`src/rtl/wb_stage_pkg.sv`:
```
// Shared definitions for the write-back stage: FSM states, default sizes and
// the destination-legality helper.
package wb_stage_pkg;

  localparam int unsigned WORD_LEN    = 32;
  localparam int unsigned WORD_COUNT  = 15;
  localparam int unsigned MEM_TIMEOUT = 255;

  typedef enum logic [1:0] {
    IDLE     = 2'd0,
    WAIT_MEM = 2'd1,
    WRITE    = 2'd2
  } state_t;

  function automatic logic dest_legal(input int unsigned dest,
                                      input int unsigned count);
    return dest < count;
  endfunction

endpackage

```
`src/rtl/wb_stage_if.sv`:
```
// Memory-stage handshake, load-data return and register-file write port of
// the write-back stage.
interface wb_stage_if #(
  parameter int unsigned WordLen = 32,
  parameter int unsigned AddrW   = 4
);
  logic               in_valid;
  logic               in_ready;
  logic               wb_en_in;
  logic               mem_r_en_in;
  logic               sclr_in;
  logic [AddrW-1:0]   dest_in;
  logic [WordLen-1:0] alu_result_in;
  logic [WordLen-1:0] mem_data_in;
  logic               mem_data_valid;
  logic               writeBackEn;
  logic               sclr;
  logic [AddrW-1:0]   Dest_wb;
  logic [WordLen-1:0] Result_WB;

  modport master (
    output in_valid, wb_en_in, mem_r_en_in, sclr_in, dest_in, alu_result_in,
           mem_data_in, mem_data_valid,
    input  in_ready, writeBackEn, sclr, Dest_wb, Result_WB
  );

  modport slave (
    input  in_valid, wb_en_in, mem_r_en_in, sclr_in, dest_in, alu_result_in,
           mem_data_in, mem_data_valid,
    output in_ready, writeBackEn, sclr, Dest_wb, Result_WB
  );
endinterface

```
`src/rtl/wb_timeout_counter.sv`:
```
// Load-wait counter: cleared on load accept, counts enabled cycles and flags
// the cycle on which the wait limit is reached.
module wb_timeout_counter #(
  parameter int unsigned Limit = 255
) (
  input  logic clk,
  input  logic rst,
  input  logic clear,
  input  logic en,
  output logic expire
);
  localparam int unsigned CntW = $clog2(Limit + 1);

  logic [CntW-1:0] count;

  // expire is high while count sits one below the limit, so the next
  // enabled cycle is the Limit-th wait cycle.
  assign expire = (count == CntW'(Limit - 1));

  always_ff @(posedge clk or posedge rst) begin
    if (rst) begin
      count <= '0;
    end else if (clear) begin
      count <= '0;
    end else if (en && !expire) begin
      count <= count + CntW'(1);
    end
  end

endmodule

```
`src/rtl/wb_stage.sv`:
```
// Write-back stage: retires ALU results directly and waits for load data
// before driving the register-file write port.
module wb_stage
  import wb_stage_pkg::*;
#(
  parameter int unsigned WordLen    = WORD_LEN,
  parameter int unsigned WordCount  = WORD_COUNT,
  parameter int unsigned AddrW      = $clog2(WordCount),
  parameter int unsigned MemTimeout = MEM_TIMEOUT
) (
  input  logic             clk,
  input  logic             rst,
  wb_stage_if.slave        bus,
  input  logic             freeze,
  output logic             wb_busy,
  output logic [AddrW-1:0] wb_dest,
  output logic             timeout_err,
  output logic             illegal_dest_err,
  output logic [31:0]      retired_count
);

  state_t             state;
  logic               wbe_q;
  logic               sclr_q;
  logic [AddrW-1:0]   dest_q;
  logic [WordLen-1:0] result_q;
  logic [AddrW-1:0]   ld_dest;
  logic               ld_wb_en;
  logic               ld_sclr;

  logic in_ready;
  logic accept;
  logic in_legal;
  logic ld_legal;
  logic expire;

  assign in_ready = (state != WAIT_MEM);
  assign accept   = bus.in_valid && in_ready && !freeze;
  assign in_legal = dest_legal(32'(bus.dest_in), WordCount);
  assign ld_legal = dest_legal(32'(ld_dest), WordCount);

  assign bus.in_ready    = in_ready;
  assign bus.writeBackEn = wbe_q;
  assign bus.sclr        = sclr_q;
  assign bus.Dest_wb     = dest_q;
  assign bus.Result_WB   = result_q;

  assign wb_busy = (state == WAIT_MEM);
  assign wb_dest = (state == WAIT_MEM) ? ld_dest : dest_q;

  wb_timeout_counter #(
    .Limit(MemTimeout)
  ) u_timeout (
    .clk   (clk),
    .rst   (rst),
    .clear (accept && bus.mem_r_en_in),
    .en    ((state == WAIT_MEM) && !freeze && !bus.mem_data_valid),
    .expire(expire)
  );

  always_ff @(posedge clk or posedge rst) begin
    if (rst) begin
      state            <= IDLE;
      wbe_q            <= 1'b0;
      sclr_q           <= 1'b0;
      dest_q           <= '0;
      result_q         <= '0;
      ld_dest          <= '0;
      ld_wb_en         <= 1'b0;
      ld_sclr          <= 1'b0;
      timeout_err      <= 1'b0;
      illegal_dest_err <= 1'b0;
      retired_count    <= '0;
    end else if (!freeze) begin
      // Write strobes are single-cycle unless re-asserted below.
      wbe_q  <= 1'b0;
      sclr_q <= 1'b0;
      unique case (state)
        IDLE, WRITE: begin
          state <= IDLE;
          if (accept) begin
            if (bus.mem_r_en_in) begin
              ld_dest  <= bus.dest_in;
              ld_wb_en <= bus.wb_en_in;
              ld_sclr  <= bus.sclr_in;
              state    <= WAIT_MEM;
            end else begin
              wbe_q         <= bus.wb_en_in && !bus.sclr_in && in_legal;
              sclr_q        <= bus.sclr_in && in_legal;
              dest_q        <= bus.dest_in;
              result_q      <= bus.alu_result_in;
              retired_count <= retired_count + 32'd1;
              if (!in_legal) illegal_dest_err <= 1'b1;
            end
          end
        end
        WAIT_MEM: begin
          // Data arriving on the final wait cycle still completes the load.
          if (bus.mem_data_valid) begin
            wbe_q         <= ld_wb_en && !ld_sclr && ld_legal;
            sclr_q        <= ld_sclr && ld_legal;
            dest_q        <= ld_dest;
            result_q      <= bus.mem_data_in;
            retired_count <= retired_count + 32'd1;
            if (!ld_legal) illegal_dest_err <= 1'b1;
            state <= WRITE;
          end else if (expire) begin
            timeout_err <= 1'b1;
            state       <= IDLE;
          end
        end
        default: state <= IDLE;
      endcase
    end
  end

endmodule

```
`src/flat_wrapper.sv`:
```
// flat-port wrapper written by rule: the top's interface ports become plain ports
module wb_stage_flat import wb_stage_pkg::*;
#(
  parameter int unsigned WordLen    = WORD_LEN,
  parameter int unsigned WordCount  = WORD_COUNT,
  parameter int unsigned AddrW      = $clog2(WordCount),
  parameter int unsigned MemTimeout = MEM_TIMEOUT
)
  (clk, rst, freeze, wb_busy, wb_dest, timeout_err, illegal_dest_err, retired_count, bus_in_valid, bus_wb_en_in, bus_mem_r_en_in, bus_sclr_in, bus_dest_in, bus_alu_result_in, bus_mem_data_in, bus_mem_data_valid, bus_in_ready, bus_writeBackEn, bus_sclr, bus_Dest_wb, bus_Result_WB);
  wb_stage_if #(.WordLen(WordLen), .AddrW(AddrW)) bus_i ();
  input  logic clk;
  input  logic rst;
  input  logic freeze;
  output logic wb_busy;
  output logic [AddrW-1:0] wb_dest;
  output logic timeout_err;
  output logic illegal_dest_err;
  output logic [31:0] retired_count;
  input wire logic [$bits(bus_i.in_valid)-1:0] bus_in_valid;
  input wire logic [$bits(bus_i.wb_en_in)-1:0] bus_wb_en_in;
  input wire logic [$bits(bus_i.mem_r_en_in)-1:0] bus_mem_r_en_in;
  input wire logic [$bits(bus_i.sclr_in)-1:0] bus_sclr_in;
  input wire logic [$bits(bus_i.dest_in)-1:0] bus_dest_in;
  input wire logic [$bits(bus_i.alu_result_in)-1:0] bus_alu_result_in;
  input wire logic [$bits(bus_i.mem_data_in)-1:0] bus_mem_data_in;
  input wire logic [$bits(bus_i.mem_data_valid)-1:0] bus_mem_data_valid;
  output wire logic [$bits(bus_i.in_ready)-1:0] bus_in_ready;
  output wire logic [$bits(bus_i.writeBackEn)-1:0] bus_writeBackEn;
  output wire logic [$bits(bus_i.sclr)-1:0] bus_sclr;
  output wire logic [$bits(bus_i.Dest_wb)-1:0] bus_Dest_wb;
  output wire logic [$bits(bus_i.Result_WB)-1:0] bus_Result_WB;
  assign bus_i.in_valid = bus_in_valid;
  assign bus_i.wb_en_in = bus_wb_en_in;
  assign bus_i.mem_r_en_in = bus_mem_r_en_in;
  assign bus_i.sclr_in = bus_sclr_in;
  assign bus_i.dest_in = bus_dest_in;
  assign bus_i.alu_result_in = bus_alu_result_in;
  assign bus_i.mem_data_in = bus_mem_data_in;
  assign bus_i.mem_data_valid = bus_mem_data_valid;
  assign bus_in_ready = bus_i.in_ready;
  assign bus_writeBackEn = bus_i.writeBackEn;
  assign bus_sclr = bus_i.sclr;
  assign bus_Dest_wb = bus_i.Dest_wb;
  assign bus_Result_WB = bus_i.Result_WB;
  wb_stage #(.WordLen(WordLen), .WordCount(WordCount), .AddrW(AddrW), .MemTimeout(MemTimeout)) u_core (.clk(clk), .rst(rst), .bus(bus_i), .freeze(freeze), .wb_busy(wb_busy), .wb_dest(wb_dest), .timeout_err(timeout_err), .illegal_dest_err(illegal_dest_err), .retired_count(retired_count));
endmodule
```
`config.mk`:
```
export PLATFORM = sky130hd
export DESIGN_NAME = wb_stage_flat
export DESIGN_NICKNAME = d
export VERILOG_FILES = /design/src/rtl/wb_stage_pkg.sv /design/src/rtl/wb_stage_if.sv /design/src/rtl/wb_timeout_counter.sv /design/src/rtl/wb_stage.sv /design/src/flat_wrapper.sv
export SDC_FILE = /design/constraint.sdc
export NUM_CORES = 1
export LEC_CHECK = 0
export BUFFER_PORTS_ARGS = -buffer_cell sky130_fd_sc_hd__buf_2
export CORE_MARGIN = 5
export CORE_UTILIZATION = 53
export CTS_CLUSTER_SIZE = 30
export DETAILED_ROUTE_END_ITERATION = 10
export PLACE_DENSITY = 0.83
export SYNTH_ARGS = -nofsm -noshare
export SYNTH_HDL_FRONTEND = slang
export SYNTH_SLANG_ARGS = --single-unit
```
`constraint.sdc`:
```
create_clock -name clk -period 8.5 [get_ports clk]
set_input_delay 2.125 -clock clk [delete_from_list [all_inputs] [get_ports clk]]
set_output_delay 2.125 -clock clk [all_outputs]
set_load 0.01 [all_outputs]
```
==> impl_metrics.json <==
{
  "slew_headroom_pct": 27.18,
  "groute.usage.overall_pct": 21.35,
  "dieArea_um2": 9650,
  "maxCapViolations": 0,
  "dr.first_iter.drc_count": 189,
  "maxSlewViolCount": 0,
  "antenna_found_initial": 0,
  "rows": 32,
  "cts_root_buf": "clkbuf_8",
  "cp.arrival_ns": 1.82,
  "final_nets": 658,
  "wl_um": 9947,
  "final-hold-violation-count": 0,
  "ioPinCount": 154,
  "max-clock-path-buffers": 2,
  "yosysUniqueCellTypes": 41,
  "finalSetupTns_ns": 0,
  "synth_top_flop_cell": "dfrtp_1",
  "dr_total_vias": 3668,
  "clkTransAtPathRegs_ns": 0.09,
  "grt_max_degree": 89,
  "fin_skew_ns": 0.01259,
  "drtAntennaViolNets": 0,
  "clkLatencyLatePin_ns": 0.35,
  "worstMarginPinSlew_ns": 1.092,
  "via_per_inst": 5.347,
  "seqCellArea_um2": 2202,
  "crit_fanout": 41,
  "area_delta_synth_final_pct": 24.80,
  "synth_area_leaders": "dfrtp_1 (53%), nand2_1 (8.9%), a31oi_1 (5.6%)",
  "grt_pass1_vias": 3699,
  "ir_worst_vdd_v": 0.0001370,
  "wl_per_cell_um": 14.50,
  "end_kind": "primary output",
  "post_cts_resize_count": 0,
  "critPathRequiredTime_ns": 6.38,
  "core_um2": 7647,
  "setup_viol": 0,
  "grt_first_pass_wirelength_um": 17120,
  "ys_seq_elements": 88,
  "start_util_pct": 53.96,
  "nFillCells": 633,
  "final_util_pct": 67.34,
  "cts_buffers": 9,
  "io_buffers": 153,
  "synth_area_um2": 4126,
  "post-synth-top-area-cell": "dfrtp_1",
  "path_class": "register to primary output",
  "leakage_nw": 2.645,
  "synth_cells": 433,
  "cts_tree": "yes",
  "grt_setup_unrepaired": "false",
  "syn_nets": 512,
  "p_per_area_nw_per_um2": 237.0,
  "status": "finished clean",
  "n_antenna_cell": 0,
  "async_flop_share_pct": 100.0,
  "drc": 0,
  "drive_gt1_share_pct": 32.71,
  "multi_input_area_um2": 1775,
  "hold_slack_ns": 0.4629,
  "synth.most_common_cell": "nand2_1",
  "dp.final_hpwl_um": 7368,
  "power_mw": 1.220,
  "synth_edf_count": 0,
  "place_congestion": 0.8060,
  "cp-start-kind": "register",
  "clock_sinks": 88,
  "first_pass_iters": 4,
  "grt-ovfl-total": 0,
  "synth_common_cells": "nand2_1 (98), dfrtp_1 (88), nor2_1 (48)",
  "die_height_um": 98.24,
  "min_path_type": "register to register",
  "ys_warn_count": 0,
  "hold_buffers": 0,
  "cts_htree_levels": 3,
  "post-synth-top-area-fraction_pct": 53.37,
  "finalCritPeriodShare_pct": 46.39,
  "die_w_um": 98.24,
  "fmax_mhz": 253.6,
  "avgSynthCellArea_um2": 9.530,
  "finalCriticalPeriod_ns": 3.943,
  "ys_seq_area_share_pct": 53.37,
  "cts_setup_buffers": 0
}
[cell families (layout without fill, tap and decap cells)]
| family | after synthesis | after routing | synth area share [%] |
|---|---|---|---|
| compound gates | 63 | 63 | 10.07 |
| xor+xnor | 33 | 33 | 7.004 |
| fa+ha+maj | 3 | 3 | 0.9097 |
| buf+inv | 34 | 185 | 3.669 |
| flops | 88 | 88 | 53.37 |
| mux | 5 | 5 | 1.364 |
| simple gates | 207 | 207 | 23.62 |
[cell usage in the layout, fill, tap and decap left out, types with 2 or more instances in the layout]
| cell | instances |
|---|---|
| nand4_1 | 5 |
| nor2_1 | 48 |
| mux2_2 | 5 |
| nand2_1 | 98 |
| xnor2_1 | 12 |
| and2_1 | 3 |
| a21oi_1 | 4 |
| inv_6 | 3 |
| and4_1 | 3 |
| or3_1 | 3 |
| buf_4 | 4 |
| nand3_1 | 13 |
| clkbuf_8 | 10 |
| dfrtp_1 | 88 |
| xor2_1 | 21 |
| o31ai_1 | 3 |
| or2_2 | 3 |
| buf_2 | 153 |
| nor3_1 | 9 |
| o2111ai_2 | 2 |
| nor4_1 | 5 |
| o21ai_0 | 7 |
| o211ai_1 | 4 |
| nor4_2 | 3 |
| inv_1 | 11 |
| and3_1 | 5 |
| clkinv_2 | 2 |
| a21o_1 | 4 |
| a31oi_1 | 37 |
| ha_1 | 3 |
[power by group]
part	switching, mW	total (mW)	internal [mW]
sequential	0.0660	0.576	0.510
clock	0.151	0.298	0.147
combinational	0.198	0.347	0.149
total	0.415	1.22	0.805
[worst max-delay path: stages (launching register included)]
cell and delay [ns]:
dfrtp_1 0.47, nor2b_2 0.20, inv_1 0.08, buf_4 0.36
nand2_1 0.11, nand2_1 0.11, buf_2 0.14
[routing by layer]
metal	vias up	GRT usage, %	part of all wire, %
met5	-	0	0
met4	0	8.193	2.2
met3	22	6.000	8.6
met2	148	34.82	48
met1	1722	27.14	41
li1	1776	-	-
[area by class of cell]
class                           instances  area share, %
Inverter                               12         0.8989
Clock buffer                           11          2.745
Tap cell                              102          2.478
Multi-Input combinational cell        311          34.48
Sequential cell                        88          42.76
Clock inverter                          5          1.190
Timing Repair Buffer                  157          15.45
[path summary, 6_finish.rpt]
| kind | start | endpoint | slack (ns) | depth (start not counted) |
|---|---|---|---|---|
| worst min register to register | u_core.illegal_dest_err$_DFFE_PP0P_ | u_core.illegal_dest_err$_DFFE_PP0P_ | 0.46 | 1 |
| max in group asynchronous | rst | u_core.u_timeout.count[4]$_DFFE_PP0P_ | 5.68 | 3 |
| worst max-delay path | u_core.state[0]$_DFFE_PP0P_ | wb_dest[3] | 4.56 | 6 |
| worst min-delay path | u_core.illegal_dest_err$_DFFE_PP0P_ | u_core.illegal_dest_err$_DFFE_PP0P_ | 0.46 | 1 |
| worst max register to register | u_core.state[0]$_DFFE_PP0P_ | u_core.retired_count[4]$_DFFE_PP0P_ | 6.33 | 5 |
| min in group asynchronous | rst | u_core.retired_count[10]$_DFFE_PP0P_ | 2.11 | 3 |
[flip-flops by register name, indices dropped and copies added (netlist names)]
signal,count
u_core.retired_count,32
u_core.bus.Dest_wb,4
u_core.ld_wb_en,1
u_core.bus.sclr,1
u_core.timeout_err,1
u_core.u_timeout.count,8
u_core.bus.writeBackEn,1
u_core.ld_dest,4
u_core.bus.Result_WB,32
u_core.ld_sclr,1
u_core.state,2
u_core.illegal_dest_err,1
[through the flow]
| step | cells | setup slack, ns | instance area (µm²) |
|---|---|---|---|
| after floorplan | 433 | 4.096 | 4126 |
| after global placement | 670 | 4.601 | 4947 |
| after detailed placement | 670 | 4.500 | 4947 |
| after CTS | 686 | 4.548 | 5150 |
| after global routing | 686 | 4.442 | 5150 |
| final | 686 | 4.557 | 5150 |
(Power assumes the default switching activity.)
